<file path="config.mk">
export PLATFORM = sky130hd
export DESIGN_NAME = mem_port_arbiter
export DESIGN_NICKNAME = d
export VERILOG_FILES = /design/src/rtl/mem_port_arbiter.sv
export SDC_FILE = /design/constraint.sdc
export NUM_CORES = 1
export LEC_CHECK = 0
export ABC_AREA = 1
export BUFFER_PORTS_ARGS = -buffer_cell sky130_fd_sc_hd__buf_4
export CORE_UTILIZATION = 29
export DETAILED_ROUTE_END_ITERATION = 8
export GPL_ROUTABILITY_DRIVEN = 0
export HOLD_SLACK_MARGIN = 0.02
export PLACE_DENSITY = 0.54
export SYNTH_ARGS = -nofsm -noshare
export SYNTH_HDL_FRONTEND = slang
export SYNTH_SLANG_ARGS = --single-unit
</file>
<file path="constraint.sdc">
create_clock -name clk -period 1.29 [get_ports clk]
set_input_delay 0.258 -clock clk [delete_from_list [all_inputs] [get_ports clk]]
set_output_delay 0.258 -clock clk [all_outputs]
set_load 0.01 [all_outputs]
</file>
<file path="src/rtl/mem_port_arbiter.sv">
// Two-requester round-robin arbiter and access sequencer for a 256x8 level-sensitive
// single-port memory. Each command runs SETUP -> ACCESS -> RESP with registered pins.
module mem_port_arbiter #(
  parameter int unsigned ADDR_W = 8,
  parameter int unsigned DATA_W = 8
) (
  input  logic              clk,
  input  logic              rst,

  input  logic              r0_req,
  input  logic              r0_we,
  input  logic [ADDR_W-1:0] r0_addr,
  input  logic [DATA_W-1:0] r0_wdata,
  output logic              r0_gnt,
  output logic              r0_done,
  output logic [DATA_W-1:0] r0_rdata,

  input  logic              r1_req,
  input  logic              r1_we,
  input  logic [ADDR_W-1:0] r1_addr,
  input  logic [DATA_W-1:0] r1_wdata,
  output logic              r1_gnt,
  output logic              r1_done,
  output logic [DATA_W-1:0] r1_rdata,

  output logic [ADDR_W-1:0] mem_address,
  output logic [DATA_W-1:0] mem_data_in,
  output logic              mem_read_write,
  output logic              mem_chip_en,
  input  logic [DATA_W-1:0] mem_data_out,

  output logic              busy
);

  typedef enum logic [1:0] {
    StIdle,
    StSetup,
    StAccess,
    StResp
  } state_e;

  state_e              state_q;
  logic                owner_q;
  logic                last_owner_q;
  logic [1:0]          gnt_q;
  logic [1:0]          done_q;
  logic                ce_q;
  logic                rw_q;
  logic                busy_q;
  logic [ADDR_W-1:0]   addr_q;
  logic [DATA_W-1:0]   wdata_q;
  logic [DATA_W-1:0]   rdata0_q;
  logic [DATA_W-1:0]   rdata1_q;

  logic                any_req;
  logic                win_sel;
  logic                win_we;
  logic [ADDR_W-1:0]   win_addr;
  logic [DATA_W-1:0]   win_wdata;

  // On a tie the requester that did not own the previous transaction wins.
  always_comb begin
    any_req = r0_req | r1_req;
    win_sel = r1_req;
    if (r0_req && r1_req) begin
      win_sel = ~last_owner_q;
    end
    win_we    = win_sel ? r1_we    : r0_we;
    win_addr  = win_sel ? r1_addr  : r0_addr;
    win_wdata = win_sel ? r1_wdata : r0_wdata;
  end

  // The latched command lives directly in the pin registers, so address, data and
  // read_write are stable from SETUP through RESP around the single chip_en cycle.
  always_ff @(posedge clk or posedge rst) begin
    if (rst) begin
      state_q      <= StIdle;
      owner_q      <= 1'b0;
      last_owner_q <= 1'b1;
      gnt_q        <= 2'b00;
      done_q       <= 2'b00;
      ce_q         <= 1'b0;
      rw_q         <= 1'b0;
      busy_q       <= 1'b0;
      addr_q       <= '0;
      wdata_q      <= '0;
      rdata0_q     <= '0;
      rdata1_q     <= '0;
    end else begin
      unique case (state_q)
        StIdle: begin
          if (any_req) begin
            state_q      <= StSetup;
            owner_q      <= win_sel;
            last_owner_q <= win_sel;
            addr_q       <= win_addr;
            wdata_q      <= win_wdata;
            rw_q         <= win_we;
            gnt_q        <= win_sel ? 2'b10 : 2'b01;
            busy_q       <= 1'b1;
          end
        end
        StSetup: begin
          gnt_q   <= 2'b00;
          ce_q    <= 1'b1;
          state_q <= StAccess;
        end
        StAccess: begin
          ce_q <= 1'b0;
          if (!rw_q) begin
            if (owner_q) begin
              rdata1_q <= mem_data_out;
            end else begin
              rdata0_q <= mem_data_out;
            end
          end
          done_q  <= owner_q ? 2'b10 : 2'b01;
          state_q <= StResp;
        end
        StResp: begin
          done_q  <= 2'b00;
          rw_q    <= 1'b0;
          busy_q  <= 1'b0;
          state_q <= StIdle;
        end
        default: begin
          state_q <= StIdle;
        end
      endcase
    end
  end

  assign r0_gnt         = gnt_q[0];
  assign r1_gnt         = gnt_q[1];
  assign r0_done        = done_q[0];
  assign r1_done        = done_q[1];
  assign r0_rdata       = rdata0_q;
  assign r1_rdata       = rdata1_q;
  assign mem_address    = addr_q;
  assign mem_data_in    = wdata_q;
  assign mem_read_write = rw_q;
  assign mem_chip_en    = ce_q;
  assign busy           = busy_q;

  a_gnt_onehot : assert property (@(posedge clk) disable iff (rst) !(r0_gnt && r1_gnt));
  a_done_onehot : assert property (@(posedge clk) disable iff (rst) !(r0_done && r1_done));
  a_ce_busy : assert property (@(posedge clk) disable iff (rst) mem_chip_en |-> busy);
  a_pins_stable : assert property (@(posedge clk) disable iff (rst)
      mem_chip_en |-> ($stable(mem_address) && $stable(mem_read_write)
                       && $stable(mem_data_in)));

endmodule

</file>
## After elaboration in Yosys (flattened, before gate mapping)

Index checks and enable logic that the tools add are counted.

- Flip-flop bits (word level): 43
- Input bits: 46
- Logic and storage cells: 47

- Equal/unequal tests: 4
- Muxes and demuxes: 16
- Bitwise logic cells: 4
- Reduce and logical (&&, ||, !) cells: 11

Operators by type and width:

| operator | number |
|---|---|
| two-way mux 8 bit | 2 |
| two-way mux 2 bit | 4 |
| case mux 2 bit (2 select lines) | 2 |
| case mux 2 bit (4 select lines) | 1 |
| nonzero test 2 bit | 4 |
| case mux 1 bit (2 select lines) | 3 |
| AND reduction 2 bit | 3 |
| AND reduction 3 bit | 2 |
| == test 2 bit (second input constant) | 2 |
| two-way mux 1 bit | 4 |
| NOT 1 bit | 3 |
| == test 2 x 1 -> 1 bit (second input constant) | 1 |
| zero test 2 bit | 1 |
| != test 2 bit (second input constant) | 1 |
| logical AND 1 bit | 1 |
| bitwise OR 1 bit | 1 |

## Depth between registers and ports, before layout

Gate-level depths: netlist of the first run.

- Depth in word-level cells: 5
- Mapped depth: 8
- Mapped depth without buffers: 7

## Worst setup path after synthesis of the first run

No wires, ideal clock.

- Kind: register to register
- Start: register state_q[0]
- End: register addr_q[4] (netlist: mem_address[4])
- Library setup time: 0.076 ns
- Arrival: 1.307 ns
- Slack: -0.093 ns
- Cell stages (with the launch flop): 9
- Path through: dfrtp_1 -> inv_1 -> ha_1 -> buf_4 -> inv_1 -> nor2_4 -> buf_4 -> nand2_1 -> o21ai_1

- Word-level cells in the longest chain between the ends: 2

Ends and longest elaborated chain:

| element | RTL line | text |
|---|---|---|
| start, declared | 42 | `state_e state_q;` |
| start signal, assigned | 77 | `state_q <= StIdle;` |
| start signal, assigned | 93 | `state_q <= StSetup;` |
| start signal, assigned | 106 | `state_q <= StAccess;` |
| zero test 2 bit | 90 | `unique case (state_q)` |
| AND reduction 2 bit (no line) | -- |  |
| end signal, assigned | 96 | `addr_q <= win_addr;` |
| end, declared | 50 | `logic [ADDR_W-1:0] addr_q;` |

No other way between the ends.
A chain may end at the register's enable or synchronous reset.

## Worst setup path after layout of the first run

- Start: register state_q[0]
- End: register busy_q (netlist: busy)

- Word-level cells in the longest chain between the ends: 3

Ends and longest elaborated chain:

| element | RTL line | text |
|---|---|---|
| == test 2 bit or zero test 2 bit (tied branches) | 90 |  |
| nonzero test 2 bit (no line) or != test 2 bit (tied branches) | -- |  |
| AND reduction 2 bit (no line) | -- |  |
| end signal, assigned | 84 | `busy_q <= 1'b0;` |
| end signal, assigned | 100 | `busy_q <= 1'b1;` |
| end signal, assigned | 123 | `busy_q <= 1'b0;` |
| end, declared | 49 | `logic busy_q;` |

Parallel ways exist; a longest one is shown, timed or not.

==> impl_metrics.toml, run 1 <==
[power]
power_uw = 6620
p_leak_uw = 0.00160
ir_drop_v = 0.000798
p_per_area_nw_per_um2 = 2240

[setup_path]
slowest_stage = "dfrtp_1"
crit_end = "busy"
cpPeakStageDelay_ps = 420
path_buf_inv = 2
r2r-start = "state_q[0]"
setup.worst_path.start = "state_q[0]"
worstRegToRegCells = 6
crit_cells = 6
cp-end-kind = "flip-flop"
rr_endpoint = "busy"
required_ps = 1470
crit_family = "flip-flops"
arrival_ps = 1460
path_class = "flip-flop to flip-flop"
path_cells = "inv_2 -> ha_4 -> o21ai_1 -> buf_4 -> o211ai_1 -> nand2_1"
path_max_fanout = 10
ff2ff_setup_slack_ps = 10
cp-start-kind = "flip-flop"

[yosys]
ys.flop_type = "dfrtp_1"
yosys_warnings = 0
avgSynthCellArea_um2 = 8.08
synth_cell_types = 17
async_reset_ff_share_pct = 100
ys_seq_elements = 43
syn_inst = 244
synth_nets = 295
synth_edf_count = 0
synthesis.area_um2 = 1970
synth_seq_area_share_pct = 54.7
yosys.area.top_type = "dfrtp_1"
synth_top_area_share_pct = 53.3
synth.area.top_cells = "dfrtp_1 (53%), nand2_1 (16%), inv_1 (6.9%)"

[sta]
period_needed_ps = 1280
final.setup.tns_ps = 0
rsz0062_at_grt = "true"
holdWs_ps = 215
setup_violations = 0
fmax_mhz = 781
drv_slew = 0
final_hold_viol_count = 0
post-route-period-util_pct = 99.2
worstMarginPinSlew_ps = 347
relSlewSlack_pct = 76.8
skew_ps = 5.14

[floorplanning]
die_width_um = 84.4
die_h_um = 84.4
row_count = 29
ios = 85
core_um2 = 6460
start_util_pct = 30.5
fp.dieArea_um2 = 7130

[detailed_routing]
via_per_inst = 4.38
drt_wl_total_um = 4770
antenna_left = 0
drt_iter0_drc = 79
first_pass_iters = 6
wl_per_cell_um = 11.3
vias = 1842
drc = 10

[clock_tree]
clkTransAtPathRegs_ps = 80
clk_latency_ps = 290
h-tree-depth = 2
clock_path_buffers = 2
numCtsBuffers = 5
clock-root-buffer = "clkbuf_8"
clkSinkCount = 43
cts_tree = "built"

[finish]
num-fill-cells = 671
n_antenna_cell = 0
drive_gt1_share_pct = 35.8
layout.nets = 394
syn2layout_area_growth_pct = 49.9
final_area_um2 = 2950
final_util_pct = 45.7

[run_status]
violations = "design-rule violations"
status = "complete, but fails checks"

[grt]
grt_max_degree = 25
grt_pass1_wl_um = 7910
grt_pass1_vias = 1791
antenna_found_initial = 0
track_usage_pct = 14.1
gr-total-overflow = 0

[placement]
port-buffer-count = 84
placed_area_um2 = 2780
place_hpwl_um = 3500

[worst_hold_path]
worstHoldPathType = "input port to flip-flop"

[flow_run]
cap_violations = 0
-- final cells by class --
class                      count  area (um^2)  share of cell area, %
inverter                      36          140                   4.74
timing repair buffer         100          786                   26.6
clock buffer                   7         76.3                   2.58
tap                           77         96.3                   3.26
multi-input combinational    157          773                   26.2
sequential                    43         1080                   36.5
clock inverter                 1         5.00                  0.169
-- how the worst min path moves through the flow --
stage | slack (ps) | from | cells past startpoint | to
CTS | 210 | r1_wdata[5] | 3 | mem_data_in[5]
global placement | 170 | rst | 2 | mem_data_in[2]
finish | 210 | r1_wdata[2] | 3 | mem_data_in[2]
detailed placement | 170 | rst | 2 | mem_data_in[2]
floorplan | 420 | mem_data_out[0] | 2 | r1_rdata[0]
global route | 210 | r1_wdata[2] | 3 | mem_data_in[2]
-- timing repair --
| item | 4_1_cts | 5_1_grt |
|---|---|---|
| setup buffers | 2 | 3 |
| endpoints found under the setup margin | 28 | 33 |
| resized for setup | 1 | 15 |
| endpoints found under the hold margin | 4 | 0 |
| hold buffers | 1 | 0 |
| pin swaps | 1 | 4 |
| gates cloned | 0 | 1 |
-- cells in the mapped netlist, types with 2 or more instances --
master    instances
a21oi_1           2
buf_2             6
buf_4             2
dfrtp_1          42
ha_1              5
inv_1            36
nand2_1          82
nand3_1           3
nor2_1           20
nor3_1            2
o211ai_1          4
o21ai_0          19
o21ai_1          17
-- report_power, final --
part           leakage (uW)  total, uW  switching [uW]  internal (uW)
logic               0.00104       3360            1680           1680
clock network     0.0000422        825             445            380
registers          0.000524       2430             403           2030
-- cells by family (layout without fill, tap and decap cells) --
logic type | count (synthesis) | after routing | share of synthesized area, %
and+or+nand+nor | 109 | 110 | 21.7
buffers and inverters | 45 | 144 | 9.33
DFF | 43 | 43 | 54.7
AOI/OAI and AO/OA | 42 | 42 | 11.2
adders and majority gates | 5 | 5 | 3.17
-- metrics by stage --
step | setup slack [ps] | std cells
6_report | 10.1 | 421
5_1_grt | -68.2 | 421
4_1_cts | 13.8 | 417
3_5_place_dp | -35.0 | 406
3_3_place_gp | 17.9 | 406
2_1_floorplan | -1.21 | 244
-- flip-flops by register name, summed over array words and instances (netlist names) --
signal and count:
mem_data_in 8, r0_rdata 8, mem_chip_en 1, done_q 2, busy 1, gnt_q 2
state_q 2, r1_rdata 8, mem_read_write 1, owner_q 1, mem_address 8, last_owner_q 1
-- per-layer routing --
layer / up-vias / global-route usage [%] / wire length, um
met5: - / 0 / 0
met4: 0 / 4.62 / 62
met3: 6 / 5.80 / 429
met2: 65 / 23.0 / 2160
met1: 823 / 16.9 / 2130
li1: 948 / - / -
-- cells in the final DEF, fill, tap and decap left out --
cell type,netlist,layout
a21oi_1,2,2
buf_12,0,2
buf_4,2,95
buf_6,0,2
clkbuf_1,1,2
clkbuf_8,0,5
clkinv_2,0,1
dfrtp_1,42,42
dfstp_2,1,1
dlygate4sd3_1,0,1
ha_1,5,2
ha_2,0,1
ha_4,0,2
inv_1,36,30
inv_2,0,4
inv_4,0,2
nand2_1,82,79
nand2_2,0,2
nand2_4,0,2
nand3_1,3,3
nand3b_1,1,1
nor2_1,20,20
nor2_4,1,1
nor3_1,2,1
nor3_2,0,1
o211ai_1,4,4
o21ai_0,19,17
o21ai_1,17,17
o21ai_2,0,2
-- worst min-delay path, cell delays in order --
cell,delay [ps]
buf_4,70
nor2_1,30
o21ai_1,110
Note: power is estimated with default switching activity, not from simulation.
==> inputs of run 2 (changes only) <==
- PLACE_DENSITY: 0.54 -> 0.52
- clock period: 1.29 -> 1.3 ns (I/O delays scaled with it)
==> run 2 against run 1 <==
The run still ends with design-rule violations left. First-iteration DRC count grew 1.3%. Worst setup slack improved by 49 ps. Sequential power down 2%. Critical path depth grew 1. Clock skew is 1.2 ps lower. Global-route usage up 0.68 points. Non-clock buffer count is 3 higher. Total power is 4.9% higher. Final cell count is 0.71% higher. Flip-flop and latch count unchanged. Count of clock-buffer cells in the layout is 1 lower. Largest cell class unchanged. Highest routed layer unchanged.
==> impl_metrics.toml, run 2 (synthesized netlist as in run 1, its figures left out) <==
[sta]
drv_slew = 0
rsz0062_at_grt = "true"
final_hold_viol_count = 0
skew_ps = 3.94
setup_violations = 0
post-route-period-util_pct = 95.4
relSlewSlack_pct = 76.0
period_needed_ps = 1240
worstMarginPinSlew_ps = 358
fmax_mhz = 806

[power]
p_per_area_nw_per_um2 = 2290
p_leak_uw = 0.00163
ir_drop_v = 0.000774

[floorplanning]
fp.dieArea_um2 = 7130
die_width_um = 84.4
start_util_pct = 30.5
die_h_um = 84.4
core_um2 = 6460
row_count = 29
ios = 85

[clock_tree]
numCtsBuffers = 5
clkTransAtPathRegs_ps = 80
clkSinkCount = 43
cts_tree = "built"
clock-root-buffer = "clkbuf_8"
h-tree-depth = 2
clock_path_buffers = 2
clk_latency_ps = 290

[run_status]
status = "complete, but fails checks"
violations = "design-rule violations"

[grt]
grt_max_degree = 44
grt_pass1_wl_um = 8380
antenna_found_initial = 0
gr-total-overflow = 0
track_usage_pct = 14.7
grt_pass1_vias = 1872

[worst_hold_path]
worstHoldPathType = "input port to flip-flop"

[finish]
syn2layout_area_growth_pct = 53.7
layout.nets = 397
final_area_um2 = 3030
drive_gt1_share_pct = 36.3
fin_cells = 424
final_cell_mix = "buf_4 (96), nand2_1 (79), dfrtp_1 (42)"
n_antenna_cell = 0
final_common_cell = "buf_4"
num-fill-cells = 668

[setup_path]
required_ps = 1510
path_max_fanout = 17
arrival_ps = 1450
cp-start-kind = "flip-flop"
path_class = "flip-flop to flip-flop"
cp-end-kind = "flip-flop"

[placement]
place_inst = 407
place_hpwl_um = 3520
port-buffer-count = 84
placed_area_um2 = 2800

[detailed_routing]
via_per_inst = 4.39
antenna_left = 0
first_pass_iters = 6
drt_iter0_drc = 80
vias = 1863
drt_wl_total_um = 4920
drc = 7
wl_per_cell_um = 11.6

[flow_run]
cap_violations = 0
==> run 2: routing by layer <==
layer  part of all wire (%)  up-vias  track usage [%]
li1                       -      954                -
met1                     43      838             18.3
met2                     47       67             24.4
met3                    8.8        4             5.11
met4                   0.85        0             4.16
met5                      0        -                0
==> run 2: what timing repair did <==
| action | in CTS | in global routing |
|---|---|---|
| setup endpoints to repair | 20 | 34 |
| cloned | 1 | 1 |
| hold endpoints to repair | 42 | 0 |
| pin swaps | 0 | 1 |
| hold buffers | 1 | 0 |
| buffers inserted | 3 | 3 |
| gates resized for setup | 2 | 15 |
==> run 2: layout make-up <==
cell class	count	area, um^2	area share (%)
Sequential cell	43	1080	35.6
Tap cell	77	96.3	3.18
Timing Repair Buffer	103	818	27.0
Inverter	36	140	4.63
Clock buffer	6	82.6	2.73
Multi-Input combinational cell	157	778	25.7
Clock inverter	2	35.0	1.16
==> run 2: worst paths after layout <==
| path | depth (start not counted) | slack, ps | to | from |
|---|---|---|---|---|
| worst max register to register | 7 | 60 | mem_address[2] | state_q[1] |
| min in group asynchronous | 4 | 560 | r0_rdata[2] | rst |
| worst min-delay path | 3 | 230 | mem_data_in[1] | r1_wdata[1] |
| max in group asynchronous | 4 | 460 | last_owner_q | rst |
| worst min register to register | 2 | 470 | last_owner_q | last_owner_q |
| worst max-delay path | 7 | 60 | mem_address[2] | state_q[1] |
==> run 2: critical path, stage by stage, from the launching register on <==
cell and delay (ps):
dfrtp_1 410, inv_2 100, ha_4 170, inv_4 50, nor2_4 90, buf_12 150, nand2_1 60, o21ai_1 120
==> run 2: where the power goes <==
| part | switching (uW) | total, uW | leakage [uW] | internal [uW] |
|---|---|---|---|---|
| Clock | 441 | 1060 | 0.0000612 | 622 |
| Combinational | 1740 | 3490 | 0.00105 | 1750 |
| Sequential | 380 | 2390 | 0.000524 | 2010 |
| Total | 2560 | 6940 | 0.00163 | 4380 |
==> run 2: through the flow <==
stage                     total power [uW]  util [%]  setup slack (ps)  setup TNS [ps]  hold WS [ps]
after floorplan                       4080         -              5.69               0           417
final                                 6940      46.9              59.4               0           227
after global routing                  7550      46.9             -37.4            -312           227
after CTS                             6840      45.8              5.86               0           216
after global placement                5580      43.3              56.6               0           320
after detailed placement              5630      43.3             -11.1           -26.4           321
